File: config.mk
export PLATFORM = sky130hd
export DESIGN_NAME = div_mod_pipe
export DESIGN_NICKNAME = d
export VERILOG_FILES = /design/src/rtl/div_mod_pipe.sv
export SDC_FILE = /design/constraint.sdc
export NUM_CORES = 2
export LEC_CHECK = 0
export BUFFER_PORTS_ARGS = -buffer_cell sky130_fd_sc_hd__buf_4
export CAP_MARGIN = 40
export CORE_AREA = 2 2 361 363
export DETAILED_ROUTE_END_ITERATION = 10
export DIE_AREA = 0 0 363 365
export GPL_ROUTABILITY_DRIVEN = 0
export HOLD_SLACK_MARGIN = 0.02
export PLACE_DENSITY = 0.71
export SKIP_LAST_GASP = 1
export SLEW_MARGIN = 10
export SYNTH_ARGS = -nofsm -noshare
export SYNTH_HDL_FRONTEND = slang
export SYNTH_SLANG_ARGS = --single-unit
export TNS_END_PERCENT = 50
File: constraint.sdc
create_clock -name clk -period 52.3 [get_ports clk]
set_input_delay 5.23 -clock clk [delete_from_list [all_inputs] [get_ports clk]]
set_output_delay 5.23 -clock clk [all_outputs]
set_load 0.02 [all_outputs]
File: src/rtl/div_mod_pipe.sv
// div_mod_pipe: fully pipelined signed divider returning quotient and remainder
// together, one division per cycle, with truncated/floored rounding, divide-by-zero
// and overflow flags, and a valid/ready handshake. A stall freezes the whole pipe.
module div_mod_pipe #(
  parameter  int DIVIDEND_W = 32,
  parameter  int DIVISOR_W  = 16,
  localparam int Q_W        = DIVIDEND_W - DIVISOR_W + 1,
  localparam int LAT        = Q_W + 2
) (
  input  logic                  clk,
  input  logic                  reset,
  input  logic                  in_valid,
  output logic                  in_ready,
  input  logic [DIVIDEND_W-1:0] dividend,
  input  logic [DIVISOR_W-1:0]  divisor,
  input  logic [1:0]            mode,
  output logic                  out_valid,
  input  logic                  out_ready,
  output logic [Q_W-1:0]        quotient,
  output logic [DIVISOR_W-1:0]  remainder,
  output logic [Q_W-1:0]        final_output,
  output logic                  div_by_zero,
  output logic                  overflow
);

  // One restoring stage per quotient bit; LAT also counts the sign and output stages.
  localparam int DIV_STAGES = LAT - 2;
  // Partial remainders need one bit more than the dividend so that the magnitude
  // of the most negative dividend and |divisor| << Q_W both fit.
  localparam int RW = DIVIDEND_W + 1;

  localparam logic [Q_W-1:0]          Q_MIN   = {1'b1, {(Q_W-1){1'b0}}};
  localparam logic [Q_W-1:0]          Q_MAX   = {1'b0, {(Q_W-1){1'b1}}};
  localparam logic [Q_W-1:0]          Q_LSB   = {{(Q_W-1){1'b0}}, 1'b1};
  localparam logic signed [Q_W+1:0]   Q_ONE   = {{(Q_W+1){1'b0}}, 1'b1};

  typedef struct packed {
    logic                 valid;
    logic                 neg;
    logic                 dnd_neg;
    logic [DIVISOR_W-1:0] divisor;
    logic [1:0]           mode;
    logic                 dz;
    logic                 ovf;
  } meta_t;

  meta_t                meta    [DIV_STAGES+1];
  logic [RW-1:0]        rem     [DIV_STAGES+1];
  logic [Q_W-1:0]       quo     [DIV_STAGES+1];
  logic [DIVISOR_W-1:0] dvs     [DIV_STAGES];
  logic [RW-1:0]        trial   [DIV_STAGES];
  logic [RW-1:0]        rem_nxt [DIV_STAGES];
  logic [Q_W-1:0]       quo_nxt [DIV_STAGES];

  logic [DIVIDEND_W-1:0] dnd_abs;
  logic [DIVISOR_W-1:0]  dvs_abs;
  logic                  pre_ovf;

  meta_t                 sg_meta;
  logic signed [Q_W+1:0] sg_q;
  logic signed [RW-1:0]  sg_r;

  logic                  fix;
  logic signed [Q_W+1:0] q_fix;
  logic signed [RW-1:0]  r_fix;
  logic                  q_bad;
  logic [Q_W-1:0]        res_q;
  logic [DIVISOR_W-1:0]  res_r;
  logic [Q_W-1:0]        res_f;
  logic                  res_dz;
  logic                  res_ovf;

  assign in_ready = !(out_valid && !out_ready);

  // Operand magnitudes and the early overflow test for quotients of Q_W+1 bits or more.
  always_comb begin
    dnd_abs = dividend[DIVIDEND_W-1] ? -dividend : dividend;
    dvs_abs = divisor[DIVISOR_W-1] ? -divisor : divisor;
    pre_ovf = {1'b0, dnd_abs} >= {dvs_abs, {Q_W{1'b0}}};
  end

  // Each restoring stage tries to subtract the divisor aligned to its quotient bit.
  always_comb begin
    for (int j = 0; j < DIV_STAGES; j++) begin
      trial[j] = RW'(dvs[j]) << (Q_W - 1 - j);
      if (rem[j] >= trial[j]) begin
        rem_nxt[j] = rem[j] - trial[j];
        quo_nxt[j] = quo[j] | (Q_LSB << (Q_W - 1 - j));
      end else begin
        rem_nxt[j] = rem[j];
        quo_nxt[j] = quo[j];
      end
    end
  end

  // Floored correction, range check, saturation and the mode-selected result view.
  always_comb begin
    fix     = sg_meta.mode[1] && (sg_r != '0) &&
              (sg_meta.dnd_neg != sg_meta.divisor[DIVISOR_W-1]);
    q_fix   = fix ? (sg_q - Q_ONE) : sg_q;
    r_fix   = fix ? (sg_r + RW'($signed(sg_meta.divisor))) : sg_r;
    q_bad   = (q_fix[Q_W+1:Q_W-1] != 3'b000) && (q_fix[Q_W+1:Q_W-1] != 3'b111);
    res_q   = q_fix[Q_W-1:0];
    res_r   = DIVISOR_W'(r_fix);
    res_dz  = 1'b0;
    res_ovf = sg_meta.ovf || q_bad;
    if (sg_meta.dz) begin
      res_q   = '0;
      res_r   = '0;
      res_dz  = 1'b1;
      res_ovf = 1'b0;
    end else if (res_ovf) begin
      res_q = sg_meta.neg ? Q_MIN : Q_MAX;
      res_r = '0;
    end
    res_f = sg_meta.mode[0] ? res_q : Q_W'($signed(res_r));
    if (!sg_meta.valid) begin
      res_q   = '0;
      res_r   = '0;
      res_f   = '0;
      res_dz  = 1'b0;
      res_ovf = 1'b0;
    end
  end

  // Whole pipeline advances together when the output is not stalled.
  always_ff @(posedge clk) begin
    if (reset) begin
      for (int j = 0; j <= DIV_STAGES; j++) meta[j].valid <= 1'b0;
      sg_meta.valid <= 1'b0;
      out_valid     <= 1'b0;
      quotient      <= '0;
      remainder     <= '0;
      final_output  <= '0;
      div_by_zero   <= 1'b0;
      overflow      <= 1'b0;
    end else if (in_ready) begin
      meta[0] <= '{valid:   in_valid,
                   neg:     dividend[DIVIDEND_W-1] ^ divisor[DIVISOR_W-1],
                   dnd_neg: dividend[DIVIDEND_W-1],
                   divisor: divisor,
                   mode:    mode,
                   dz:      (divisor == '0),
                   ovf:     pre_ovf};
      rem[0] <= {1'b0, dnd_abs};
      quo[0] <= '0;
      dvs[0] <= dvs_abs;
      for (int j = 0; j < DIV_STAGES; j++) begin
        meta[j+1] <= meta[j];
        rem[j+1]  <= rem_nxt[j];
        quo[j+1]  <= quo_nxt[j];
      end
      for (int j = 0; j < DIV_STAGES - 1; j++) dvs[j+1] <= dvs[j];
      sg_meta <= meta[DIV_STAGES];
      sg_q    <= meta[DIV_STAGES].neg ? -$signed({2'b00, quo[DIV_STAGES]})
                                      :  $signed({2'b00, quo[DIV_STAGES]});
      sg_r    <= meta[DIV_STAGES].dnd_neg ? -$signed(rem[DIV_STAGES])
                                          :  $signed(rem[DIV_STAGES]);
      out_valid    <= sg_meta.valid;
      quotient     <= res_q;
      remainder    <= res_r;
      final_output <= res_f;
      div_by_zero  <= res_dz;
      overflow     <= res_ovf;
    end
  end

endmodule

== Word-level counts from Yosys, hierarchy flattened ==
Memories as Yosys holds them, arrays and structs flattened.
Index checks and enable logic that the tools add are counted.

* Order comparisons: 18
* Bitwise logic cells: 21
* $add $sub $neg: 23
* Eq/ne operators: 2
* Reductions and logical operators: 11
* Muxes and demuxes: 76

{| class="wikitable"
|+ Operators by type and width
! cell !! number
|-
| 33-bit 2-to-1 mux || 18
|-
| 17-bit 2-to-1 mux || 8
|-
| 16-bit 2-to-1 mux || 6
|-
| 32-bit by 33-bit greater-or-equal comparator with 1-bit output || 1
|-
| 33-bit by 16-bit greater-or-equal comparator with 1-bit output || 1
|-
| 33-bit by 17-bit greater-or-equal comparator with 1-bit output || 1
|-
| 33-bit by 18-bit greater-or-equal comparator with 1-bit output || 1
|-
| 33-bit by 19-bit greater-or-equal comparator with 1-bit output || 1
|-
| 33-bit by 20-bit greater-or-equal comparator with 1-bit output || 1
|-
| 33-bit by 21-bit greater-or-equal comparator with 1-bit output || 1
|-
| 33-bit by 22-bit greater-or-equal comparator with 1-bit output || 1
|-
| 33-bit by 23-bit greater-or-equal comparator with 1-bit output || 1
|-
| 33-bit by 24-bit greater-or-equal comparator with 1-bit output || 1
|-
| 33-bit by 25-bit greater-or-equal comparator with 1-bit output || 1
|-
| 33-bit by 26-bit greater-or-equal comparator with 1-bit output || 1
|-
| 33-bit by 27-bit greater-or-equal comparator with 1-bit output || 1
|-
| 33-bit by 28-bit greater-or-equal comparator with 1-bit output || 1
|-
| 33-bit by 29-bit greater-or-equal comparator with 1-bit output || 1
|-
| 33-bit by 30-bit greater-or-equal comparator with 1-bit output || 1
|-
| 33-bit by 31-bit greater-or-equal comparator with 1-bit output || 1
|-
| 33-bit by 32-bit greater-or-equal comparator with 1-bit output || 1
|-
| 33-bit negation || 1
|-
| 33-bit nonzero test || 1
|-
| 33-bit by 16-bit subtractor with 33-bit output || 1
|-
| other kinds (49) || 98
|}

* Output and inout bits: 54
* Memories kept: 4
* RAM bits: 1,586
* Bits in registers: 128
* Logic and storage cells: 171
* Bits of input ports: 54

{| class="wikitable"
|+ Memory list
! name !! words !! bits a word !! rd ports !! clocked after Yosys merged registers in !! write ports !! RTL line !! source
|-
| rem || 18 || 33 || 18 || 0 || 18 || 48 || <nowiki>logic [RW-1:0] rem [DIV_STAGES+1];</nowiki>
|-
| meta || 18 || 23 || 18 || 0 || 18 || 47 || <nowiki>meta_t meta [DIV_STAGES+1];</nowiki>
|-
| quo || 18 || 17 || 18 || 0 || 18 || 49 || <nowiki>logic [Q_W-1:0] quo [DIV_STAGES+1];</nowiki>
|-
| dvs || 17 || 16 || 17 || 0 || 17 || 50 || <nowiki>logic [DIVISOR_W-1:0] dvs [DIV_STAGES];</nowiki>
|}

== Longest topological paths before layout ==
* Depth in word-level cells: 11
* Mapped depth: 18
* Depth with buffers taken out: 18

== Least setup slack after synthesis ==
OpenSTA, ideal clock, no wires.

* Path type: input-to-reg
* Start: input out_ready
* End: memory meta[0][206] (netlist name) (data pin)
* Setup time: 0.359 ns
* Stages: 5
* Slack: 4.238 ns
* Data required time: 51.941 ns
* Arrival: 47.704 ns
* Buffers on the path: 2
* Path through: nor2b_1 > nor2_1 > clkbuf_1 > clkbuf_1 > and2_1

{| class="wikitable"
|+ RTL lines
! element !! RTL line !! source
|-
| start, declared || 18 || <nowiki>input logic out_ready,</nowiki>
|-
| end, declared || 47 ||
|}

== Worst setup path after layout ==
* Start: input out_ready
* End: output in_ready

* Cells in the longest elaborated chain, start to end: 3

{| class="wikitable"
|+ Ends and longest elaborated chain
! element !! RTL line !! source
|-
| 1-bit logical NOT || 73 || <nowiki>assign in_ready = !(out_valid && !out_ready);</nowiki>
|-
| 1-bit logical AND || 73 ||
|-
| 1-bit logical NOT || 73 ||
|-
| end, declared || 13 || <nowiki>output logic in_ready,</nowiki>
|}

No other way between the ends.

==> flow_summary.ini <==
[cts]
cts_tree = built
ctsResizeCount = 0
cts_max_path_buffers = 3
tritoncts_num_sinks = 1543
clock_root_buffer = sky130_fd_sc_hd__clkbuf_16
postCtsSetupBuffers = 0
htree_levels = 4
cts-buffers-inserted = 156
cts.hold.buffers_added = 0
clock_insertion_delay_worst_skew_ns = 0.79
worst_setup_hold_path_clk_slew_ns = 0.06

[critical_path]
worst-endpoint-required_ns = 47.07
cp_max_fo = 4
endpoint_kind = output pin
cp_data_arrival_time_ns = 6.00
worst_setup_path_start_kind = input port
criticalPathCategory = input port to output pin

[yosys]
ys_seq_area_frac = 0.653
syn-num-nets = 5703
synth_enable_flop_cells = 1489
postSynth.asyncResetShare = 0
synthesized_area_fraction_occupied_by_adder_cells = 0.0601
yosysWarningCount = 0
yosys.area_share.xor_xnor = 0.0561
synth_simple_gate_area_share = 0.100
synthCells = 5323
post_synth_mux_area_share = 0.0106
synth_seq_cells = 1543
synth.avg_cell_area_um2 = 13.2
postSynth.topFlopCell = sky130_fd_sc_hd__edfxtp_1
synth_area_um2 = 70100
synth_top_family_by_area = simple AND/OR/NAND/NOR gates
netlist-cell-type-count = 84
synth_compound_area_frac = 0.0933

[floorplanning]
fp-row-count = 132
floorplan.initialDensity = 0.545
floorplan.io_pins = 108
die_x_um = 363
floorplan_die_height_um = 365
fp.dieArea_um2 = 132000
floorplan.core_area_um2 = 129000

[sta]
final.setup.tns_ns = 0
highest_clock_rate_mhz = 89.0
final_max_slew_viols = 0
timing.clock.skew_ns = 0.0275
timing.final.crit_period_ns = 11.23
slew_headroom = 0.295
fin_worst_hold_slack_ns = 0.400
post-route-period-util = 0.215
fin_ws_ns = 41.07
finalHoldViolCount = 0
worstMarginPinSlew_ns = 1.06
setup_viol_count_final = 0
setup_repair_after_global_routing_missed_its_margin = no

[global_route]
grt_max_degree = 197
grt_first_pass_wirelength_um = 212000
track_usage = 0.202
first_global_vias = 40486
grt.overflow.total = 0
antenna_found_initial = 0

[cells_and_area]
final_nets = 5921
filler_cell_count = 9522
final-instance-count-excl-fill = 7344
antenna-diode-count = 0
finalCoreUtilization = 0.611
finish.instance_area_um2 = 78600
layout-drive-gt1-share = 0.0870
area_delta_synth_final_pct = 12.1

[worst_hold_path]
worstHoldPathType = register to register

[placement]
port_buffers = 107
placed_area_um2 = 73300
dp_hpwl_um = 94600
place_ws_ns = 41.09
count_of_placed_standard_cells_including_taps = 7057

[power_and_ir_drop]
p_leak_nw = 29.3
clock_power_share = 0.297
power_density_nw_per_um2 = 48.3
peakVddDrop_mv = 0.0331
power_switching_share = 0.295
design_power_total_mw = 3.80
cellInternalPower_mw = 2.68
power.sequential.fraction = 0.459
switching_power_mw = 1.12
share_comb_of_total_power = 0.244

[route]
postRouteWirelength_um = 134000
routed_wire_length_per_instance_um = 18.2
routed_via_density = 5.67
remaining_drc_errors = 0
num_vias = 41667
dr.first_iter.drc_count = 3149
drt-pass1-iter-count = 5
ant_nets = 0

[run]
max_cap_viol_count = 0

[outcome]
run_status = finished clean
-- cell type report --
class / instances / area (µm²) / share of cell area
sequential: 1543 / 45800 / 0.582
multi-input combinational: 3284 / 22500 / 0.286
tap: 1675 / 2100 / 0.0267
inverter: 404 / 1520 / 0.0193
clock buffer: 191 / 4130 / 0.0525
clock inverter: 95 / 1150 / 0.0146
timing repair buffer: 152 / 1430 / 0.0182
-- synthesized netlist by cell type, types with 79 or more instances --
cell | number | area [µm²]
sky130_fd_sc_hd__xnor2_1 | 267 | 2340
sky130_fd_sc_hd__a21oi_1 | 289 | 1450
sky130_fd_sc_hd__nand2_1 | 369 | 1390
sky130_fd_sc_hd__o21ai_0 | 300 | 1500
sky130_fd_sc_hd__nor2_1 | 317 | 1190
sky130_fd_sc_hd__ha_1 | 308 | 3850
sky130_fd_sc_hd__inv_1 | 404 | 1520
sky130_fd_sc_hd__nand3_1 | 80 | 400
sky130_fd_sc_hd__a21o_1 | 89 | 668
sky130_fd_sc_hd__nand2b_1 | 81 | 507
sky130_fd_sc_hd__clkbuf_1 | 79 | 297
sky130_fd_sc_hd__xor2_1 | 182 | 1590
sky130_fd_sc_hd__edfxtp_1 | 1489 | 44700
sky130_fd_sc_hd__nor3_1 | 140 | 701
-- registers in the layout (all words and copies together) (netlist names) --
signal and cells:
overflow 1, sg_meta 23, sg_q 19, quotient 17
rem 593, div_by_zero 1, final_output 17, remainder 16
dvs 272, sg_r 33, out_valid 1, meta 397
quo 153
-- power by group through the flow --
stage | Combinational (mW) | Sequential [mW] | Clock, mW
CTS | 0.921 | 1.74 | 1.16
finish | 0.927 | 1.74 | 1.13
floorplan | 0.721 | 1.80 | 0
global route | 1.04 | 1.76 | 1.20
detailed placement | 0.913 | 1.76 | 0
global placement | 0.887 | 1.76 | 0
-- critical path, stage by stage --
cell                      delay, ns
sky130_fd_sc_hd__buf_4         0.11
sky130_fd_sc_hd__nor2b_1       0.30
sky130_fd_sc_hd__inv_1         0.17
sky130_fd_sc_hd__buf_4         0.19
-- metal layers --
layer | global-route usage | part of all wire | wire length (µm) | vias up
li1 | - | - | - | 20209
met5 | 0 | 0 | 0 | -
met4 | 0.0752 | 0.033 | 4360 | 0
met1 | 0.254 | 0.42 | 56000 | 20110
met3 | 0.0314 | 0.050 | 6640 | 279
met2 | 0.353 | 0.50 | 66600 | 1069
-- cell usage in the layout, fill, tap and decap left out, types with 28 or more instances in the layout --
| cell | count |
|---|---|
| sky130_fd_sc_hd__edfxtp_1 | 1489 |
| sky130_fd_sc_hd__inv_1 | 404 |
| sky130_fd_sc_hd__nand2_1 | 369 |
| sky130_fd_sc_hd__nor2_1 | 315 |
| sky130_fd_sc_hd__ha_1 | 308 |
| sky130_fd_sc_hd__o21ai_0 | 300 |
| sky130_fd_sc_hd__a21oi_1 | 289 |
| sky130_fd_sc_hd__xnor2_1 | 267 |
| sky130_fd_sc_hd__xor2_1 | 182 |
| sky130_fd_sc_hd__clkbuf_16 | 158 |
| sky130_fd_sc_hd__nor3_1 | 139 |
| sky130_fd_sc_hd__buf_4 | 132 |
| sky130_fd_sc_hd__a21o_1 | 89 |
| sky130_fd_sc_hd__nand2b_1 | 81 |
| sky130_fd_sc_hd__nand3_1 | 80 |
| sky130_fd_sc_hd__nor4_1 | 74 |
| sky130_fd_sc_hd__o21a_1 | 61 |
| sky130_fd_sc_hd__mux2_2 | 58 |
| sky130_fd_sc_hd__o31ai_1 | 55 |
| sky130_fd_sc_hd__or3_1 | 54 |
| sky130_fd_sc_hd__dfxtp_1 | 54 |
| sky130_fd_sc_hd__nor2b_1 | 51 |
| sky130_fd_sc_hd__nand4_1 | 47 |
| sky130_fd_sc_hd__or4_1 | 37 |
| sky130_fd_sc_hd__and2_1 | 36 |
| sky130_fd_sc_hd__clkinv_1 | 29 |
| sky130_fd_sc_hd__clkbuf_1 | 28 |
-- path summary, 6_finish.rpt --
kind | from | endpoint | slack [ns] | depth (start not counted)
worst max-delay path | out_ready | in_ready | 41.07 | 4
worst min-delay path | quo[11][6]$_DFFE_PP_ | quo[12][6]$_DFFE_PP_ | 0.40 | 0
worst max register to register | out_valid$_SDFFE_PP0N_ | dvs[0][43]$_DFFE_PP_ | 47.86 | 10
worst min register to register | quo[11][6]$_DFFE_PP_ | quo[12][6]$_DFFE_PP_ | 0.40 | 0
-- cells by family (layout without fill, tap and decap cells) --
family                   count (synthesis)  after routing
adder cells (fa/ha/maj)                326            326
flip-flops                            1543           1543
buffers and inverters                  496            842
XOR/XNOR                               449            449
multiplexers                            67             67
AO/OA/AOI/OAI                         1042           1042
AND/OR/NAND/NOR                       1400           1400
Note: power is estimated with default switching activity, not from simulation.
